**config.mk**
```make
export PLATFORM = sky130hd
export DESIGN_NAME = sc_fifo
export DESIGN_NICKNAME = d
export VERILOG_FILES = /design/src/rtl/sc_fifo_pkg.sv /design/src/rtl/sc_fifo_ram.sv /design/src/rtl/sc_fifo.sv
export SDC_FILE = /design/constraint.sdc
export NUM_CORES = 2
export LEC_CHECK = 0
export BUFFER_PORTS_ARGS = -buffer_cell sky130_fd_sc_hd__clkbuf_2
export CAP_MARGIN = 20
export CORE_MARGIN = 1.5
export CORE_UTILIZATION = 35
export DETAILED_ROUTE_END_ITERATION = 10
export GPL_TIMING_DRIVEN = 1
export PLACE_DENSITY = 0.56
export REMOVE_ABC_BUFFERS = 1
export SETUP_SLACK_MARGIN = 0.3
export SLEW_MARGIN = 20
export SYNTH_ARGS = -nofsm -noshare
export SYNTH_HDL_FRONTEND = slang
export SYNTH_HIERARCHICAL = 1
export SYNTH_SLANG_ARGS = --single-unit
```
**constraint.sdc**
```tcl
create_clock -name clk -period 7 [get_ports clk]
set_input_delay 0.35 -clock clk [delete_from_list [all_inputs] [get_ports clk]]
set_output_delay 0.35 -clock clk [all_outputs]
set_load 0.03 [all_outputs]
```
**src/rtl/sc_fifo_pkg.sv**
```systemverilog
// sc_fifo_pkg: shared constants and helpers for the single-clock FIFO.
//   fifo_depth(aw) : number of RAM words for an address width (1 << aw)
//   cnt_width(aw)  : width of pointers and the used-word count (aw + 1)
//   DEF_*          : default parameter values used by sc_fifo
package sc_fifo_pkg;

    localparam int DEF_DAT_WIDTH  = 8;
    localparam int DEF_ADDR_WIDTH = 8;
    localparam int DEF_AE_THRESH  = 1;
    // almost_full defaults to "two words short of full"
    localparam int DEF_AF_MARGIN  = 2;

    function automatic int fifo_depth(input int addr_width);
        return 1 << addr_width;
    endfunction

    function automatic int cnt_width(input int addr_width);
        return addr_width + 1;
    endfunction

    localparam int DEF_AF_THRESH = fifo_depth(DEF_ADDR_WIDTH) - DEF_AF_MARGIN;

endpackage

```
**src/rtl/sc_fifo_ram.sv**
```systemverilog
// sc_fifo_ram: simple dual-port RAM used as the FIFO storage.
//   clk      : clock
//   wr_en    : write enable; wr_dat is stored at wr_addr
//   wr_addr  : write address
//   wr_dat   : write data
//   rd_en    : read enable; when low the read register holds (stall)
//   rd_clr   : synchronous clear of the read register only
//   rd_addr  : read address
//   rd_dat   : registered read data
// A read and write to the same address in one cycle returns the old word.
// The storage array itself has no reset.
module sc_fifo_ram
    import sc_fifo_pkg::*;
#(
    parameter int DAT_WIDTH  = DEF_DAT_WIDTH,
    parameter int ADDR_WIDTH = DEF_ADDR_WIDTH
) (
    input  logic                  clk,
    input  logic                  wr_en,
    input  logic [ADDR_WIDTH-1:0] wr_addr,
    input  logic [DAT_WIDTH-1:0]  wr_dat,
    input  logic                  rd_en,
    input  logic                  rd_clr,
    input  logic [ADDR_WIDTH-1:0] rd_addr,
    output logic [DAT_WIDTH-1:0]  rd_dat
);

    localparam int DEPTH = fifo_depth(ADDR_WIDTH);

    logic [DAT_WIDTH-1:0] mem [DEPTH];
    logic [DAT_WIDTH-1:0] rd_dat_q;

    always_ff @(posedge clk) begin
        if (wr_en) begin
            mem[wr_addr] <= wr_dat;
        end
    end

    // Non-blocking read of mem gives old-data behaviour on an address collision.
    always_ff @(posedge clk) begin
        if (rd_clr) begin
            rd_dat_q <= '0;
        end else if (rd_en) begin
            rd_dat_q <= mem[rd_addr];
        end
    end

    assign rd_dat = rd_dat_q;

endmodule

```
**src/rtl/sc_fifo.sv**
```systemverilog
// sc_fifo: single-clock parametrised FIFO with optional show-ahead output.
//   clk          : clock
//   sclr         : synchronous active-high clear, beats every request
//   wr_dat/wr_req: write data / write request
//   wr_full      : no space (used == depth)
//   almost_full  : used >= AF_THRESH
//   rd_req       : read request (pop)
//   rd_dat       : read data
//   rd_empty     : nothing available at the read side
//   almost_empty : used <= AE_THRESH
//   used         : words stored (includes the show-ahead head word)
//   err_clr      : clears the sticky error flags
//   overflow     : sticky, write attempted while full
//   underflow    : sticky, read attempted while empty
// Build option: define SC_FIFO_ERR_FLAGS_EN to implement overflow/underflow;
// without it both are tied to 0 and err_clr is ignored.
// In show-ahead mode the RAM read register doubles as the head register, so
// a prefetch is simply a RAM read into it.
module sc_fifo
    import sc_fifo_pkg::*;
#(
    parameter int DAT_WIDTH  = DEF_DAT_WIDTH,
    parameter int ADDR_WIDTH = DEF_ADDR_WIDTH,
    parameter int SHOW_AHEAD = 0,
    parameter int AF_THRESH  = fifo_depth(ADDR_WIDTH) - DEF_AF_MARGIN,
    parameter int AE_THRESH  = DEF_AE_THRESH
) (
    input  logic                  clk,
    input  logic                  sclr,
    input  logic [DAT_WIDTH-1:0]  wr_dat,
    input  logic                  wr_req,
    output logic                  wr_full,
    output logic                  almost_full,
    input  logic                  rd_req,
    output logic [DAT_WIDTH-1:0]  rd_dat,
    output logic                  rd_empty,
    output logic                  almost_empty,
    output logic [ADDR_WIDTH:0]   used,
    input  logic                  err_clr,
    output logic                  overflow,
    output logic                  underflow
);

    localparam int CW = cnt_width(ADDR_WIDTH);
    localparam logic [CW-1:0] DEPTH_C = CW'(fifo_depth(ADDR_WIDTH));
    localparam logic [CW-1:0] AF_C    = CW'(AF_THRESH);
    localparam logic [CW-1:0] AE_C    = CW'(AE_THRESH);
    localparam logic [CW-1:0] ONE_C   = CW'(1);

    logic [CW-1:0] wr_ptr_q, wr_ptr_d;
    logic [CW-1:0] rd_ptr_q, rd_ptr_d;
    logic [CW-1:0] used_q, used_d;
    logic          head_valid_q, head_valid_d;

    logic wr_full_c;
    logic rd_empty_c;
    logic wr_acc;
    logic rd_acc;
    logic ram_rd_en;

    always_comb begin
        wr_full_c = (used_q == DEPTH_C);
        if (SHOW_AHEAD != 0) begin
            rd_empty_c = ~head_valid_q;
        end else begin
            rd_empty_c = (used_q == '0);
        end

        wr_acc = wr_req & ~wr_full_c & ~sclr;
        rd_acc = rd_req & ~rd_empty_c & ~sclr;

        // Show-ahead: refill the head whenever it is empty or being popped
        // and the RAM still holds unread words (pointers differ).
        if (SHOW_AHEAD != 0) begin
            ram_rd_en = (~head_valid_q | rd_acc) & (wr_ptr_q != rd_ptr_q) & ~sclr;
        end else begin
            ram_rd_en = rd_acc;
        end

        head_valid_d = head_valid_q;
        if (SHOW_AHEAD != 0) begin
            if (ram_rd_en) begin
                head_valid_d = 1'b1;
            end else if (rd_acc) begin
                head_valid_d = 1'b0;
            end
        end

        wr_ptr_d = wr_acc    ? wr_ptr_q + ONE_C : wr_ptr_q;
        rd_ptr_d = ram_rd_en ? rd_ptr_q + ONE_C : rd_ptr_q;

        case ({wr_acc, rd_acc})
            2'b10:   used_d = used_q + ONE_C;
            2'b01:   used_d = used_q - ONE_C;
            default: used_d = used_q;
        endcase

        if (sclr) begin
            wr_ptr_d     = '0;
            rd_ptr_d     = '0;
            used_d       = '0;
            head_valid_d = 1'b0;
        end
    end

    always_ff @(posedge clk) begin
        wr_ptr_q     <= wr_ptr_d;
        rd_ptr_q     <= rd_ptr_d;
        used_q       <= used_d;
        head_valid_q <= head_valid_d;
    end

    sc_fifo_ram #(
        .DAT_WIDTH  (DAT_WIDTH),
        .ADDR_WIDTH (ADDR_WIDTH)
    ) u_ram (
        .clk     (clk),
        .wr_en   (wr_acc),
        .wr_addr (wr_ptr_q[ADDR_WIDTH-1:0]),
        .wr_dat  (wr_dat),
        .rd_en   (ram_rd_en),
        .rd_clr  (sclr),
        .rd_addr (rd_ptr_q[ADDR_WIDTH-1:0]),
        .rd_dat  (rd_dat)
    );

    assign wr_full      = wr_full_c;
    assign rd_empty     = rd_empty_c;
    assign used         = used_q;
    assign almost_full  = (used_q >= AF_C);
    assign almost_empty = (used_q <= AE_C);

`ifdef SC_FIFO_ERR_FLAGS_EN
    logic overflow_q, overflow_d;
    logic underflow_q, underflow_d;

    // A new violation wins over err_clr in the same cycle; sclr wins over all.
    always_comb begin
        overflow_d  = overflow_q;
        underflow_d = underflow_q;
        if (err_clr) begin
            overflow_d  = 1'b0;
            underflow_d = 1'b0;
        end
        if (wr_req & wr_full_c) begin
            overflow_d = 1'b1;
        end
        if (rd_req & rd_empty_c) begin
            underflow_d = 1'b1;
        end
        if (sclr) begin
            overflow_d  = 1'b0;
            underflow_d = 1'b0;
        end
    end

    always_ff @(posedge clk) begin
        overflow_q  <= overflow_d;
        underflow_q <= underflow_d;
    end

    assign overflow  = overflow_q;
    assign underflow = underflow_q;
`else
    logic unused_err_clr;
    assign unused_err_clr = err_clr;
    assign overflow       = 1'b0;
    assign underflow      = 1'b0;
`endif

endmodule

```
==> reports/qor.csv <==
stage,metric,value,unit
setup_path,crit_path_end_kind,flip-flop,
place,gp_congestion,0.869,
clock_network,cts_buffers,203,
pwr,p_sw_share,23.3,%
clock_network,cts_tree,yes,
yosys,synth_edf_count,2048,
cells_and_area,fin_util,39.5,%
yosys,yosys_most_used_dff,edfxtp_1,
cells_and_area,area_delta_synth_final,12.1,%
place,placed_cell_area,0.0854,mm^2
clock_network,clock_path_buffers,3,
die,initial_utilization,35.3,%
sta,period_needed,4.72,ns
setup_path,cp_max_fo,19,
routing,drcViolationCount,0,
setup_path,critPathTopFamily,simple AND/OR/NAND/NOR gates,
place,place_hpwl,140,mm
yosys,syn_area,0.0821,mm^2
global_routing,grt_pass1_vias,41800,
sta,finalMaxSlewViolations,0,
routing,post_drt_wl_per_cell,30.8,um
clock_network,clock_latency,0.87,ns
setup_path,crit_chain,inv_1 > ha_1 > or4b_4 > o21ai_4 > or2_2 > inv_1 > nand4_1 > buf_4 > nor2_1,
pwr,powerDensity,295,mW/mm^2
place,post-place-cells,7123,
cells_and_area,fin_area,0.0920,mm^2
yosys,ys.warnings.count,6,
routing,ant_nets,0,
pwr,p_int,20800,uW
yosys,avgSynthCellArea,20.0,um^2
cells_and_area,nets,4221,
sta,fmax,212,MHz
setup_path,criticalPathCategory,flip-flop to flip-flop,
yosys,synth-seq-cells,2081,
place,numPortBuffers,32,
yosys,netlist_instances,4110,
cells_and_area,final_cell_mix,"2048 x edfxtp_1, 353 x mux4_2, 313 x nor2_1, 284 x mux2i_1, 203 x clkbuf_16",
die,core_area,0.233,mm^2
cells_and_area,final_common_cell,edfxtp_1,
run_status,outcome,completed,
sta,setup_ws,2.28,ns
sta,finalSetupViolations,0,
setup_path,worst-path-buf-inv,3,
global_routing,grt_usage,19.3,%
pwr,max-vdd-ir-drop,0.000251,V
clock_network,root_buffer,clkbuf_16,
die,pin_count,36,
setup_path,critical_path.slowest_cell,nand4_1,
yosys,ys_types,78,
setup_path,cp.required,7.48,ns
pwr,combinationalPowerShare,9.8,%
clock_network,cts-hold-fix-buffers,2,
routing,totalWireLength,231,mm
cells_and_area,instances_no_fill,7504,
pwr,pwr-share-clk,39.5,%
global_routing,grt_max_degree,153,
pwr,leakage,0.0273,uW
worst_hold_path,min_path_type,primary input to flip-flop,
setup_path,r2r_setup_slack,2.28,ns
die,dieArea,0.237,mm^2
sta,relSlewSlack,18.2,%
sta,rsz0062_at_grt,false,
clock_network,clk_pin_slew,0.06,ns
yosys,synth-async-reset-ratio,0,%
routing,firstDrtPassIters,6,
sta,worstMarginPinSlew,1.21,ns
routing,vias_per_cell,5.61,
routing,drt_iter0_drc,4901,
clock_network,ctsResizeCount,0,
setup_path,path_common_cell,inv_1,
global_routing,grt_pass1_wl,324,mm
global_routing,antenna_found_initial,11,
cells_and_area,n_fill_cell,20800,
place,post-place-ws,2.31,ns
setup_path,critPathMaxStageDelay,0.95,ns
clock_network,cts_setup_buffers,0,
routing,vias,42100,
yosys,ys_seq_area_share,75.8,%
pwr,seq_power_share,50.7,%
sta,min_period_over_period,67.5,%
die,die_w,487,um
clock_network,cts_num_sinks,2081,
setup_path,arrival,5.20,ns
clock_network,htree_levels,4,
cells_and_area,final_layout_size_suffix_gt1_share,18.8,%
die,die_height,487,um
sta,hold_viol_final,0,
job,drv_cap,0,
sta,fin_setup_tns,0,ns
die,rows,177,
sta,skew,0.0558,ns
setup_path,start_kind,flip-flop,
global_routing,grt.overflow.total,0,
pwr,power_switching,6320,uW
-- logic make-up (layout without fill, tap and decap cells) --
family	Yosys count	in the layout	share of synthesized area (%)
AO/OA/AOI/OAI	424	424	3.68
multiplexers	679	679	14.4
AND/OR/NAND/NOR	635	635	3.49
buffers and inverters	266	522	2.33
other	1	7	0.00457
adder cells (fa/ha/maj)	8	8	0.122
XOR/XNOR	16	16	0.171
flip-flops	2081	2081	75.8
-- power groups by stage --
stage                     logic [uW]  clock network, uW  registers (uW)
final                           2650              10700           13800
after detailed placement        2690                  0           14000
after global routing            2810              11400           13800
after floorplan                 2390                  0           14300
after CTS                       2690              10900           13800
after global placement          2670                  0           14000
-- metrics by stage --
stage | total power, uW | hold slack, ns
6_report | 27100 | 0.0438
5_1_grt | 27900 | 0.0477
4_1_cts | 27400 | 0.0401
3_5_place_dp | 16700 | 0.518
3_3_place_gp | 16700 | 0.506
2_1_floorplan | 16700 | 0.419
-- final cells by class --
cell class	count	area, um^2	share of cell area (%)
antenna	5	12.5	0.0136
clock buffer	249	5250	5.71
clock inverter	123	1250	1.36
inverter	10	40.0	0.0435
multi-input combinational	1764	18100	19.6
sequential	2081	62200	67.6
tap	3132	3920	4.26
timing repair buffer	140	1280	1.39
-- registers in the layout (all words and copies together), names as in the netlist --
register and count:
u_ram/mem 2048, used 9, rd_ptr_q 8, wr_ptr_q 8, u_ram/rd_dat 8
-- synthesized netlist by cell type (39+ instances only) --
| cell type | n | area (um^2) |
|---|---|---|
| nand3_1 | 54 | 270 |
| buf_2 | 45 | 225 |
| nor2_1 | 315 | 1180 |
| o221ai_1 | 46 | 403 |
| nand2_1 | 121 | 454 |
| mux4_1 | 39 | 1020 |
| a22oi_1 | 48 | 360 |
| o22ai_1 | 97 | 607 |
| clkbuf_1 | 116 | 435 |
| mux2i_1 | 284 | 2840 |
| a21oi_1 | 55 | 275 |
| edfxtp_1 | 2048 | 61500 |
| mux4_2 | 353 | 7950 |
-- routing by layer --
layer	GRT usage (%)	part of all wire [%]	up-vias
li1	-	-	17200
met1	26.5	42	22800
met2	30.6	47	1693
met3	3.67	7.5	376
met4	6.63	3.6	8
met5	0	0.026	-
-- final timing paths --
path	endpoint	start	cells after the start
min reg2reg	rd_ptr_q[6]$_SDFFE_PP0P_	rd_ptr_q[6]$_SDFFE_PP0P_	2
min	u_ram/mem[15][6]$_DFFE_PP_	wr_dat[6]	1
max reg2reg	u_ram/mem[76][6]$_DFFE_PP_	used[0]$_SDFFE_PP0P_	9
max	u_ram/mem[76][6]$_DFFE_PP_	used[0]$_SDFFE_PP0P_	9
No activity file was read; power rests on OpenSTA's default activity.
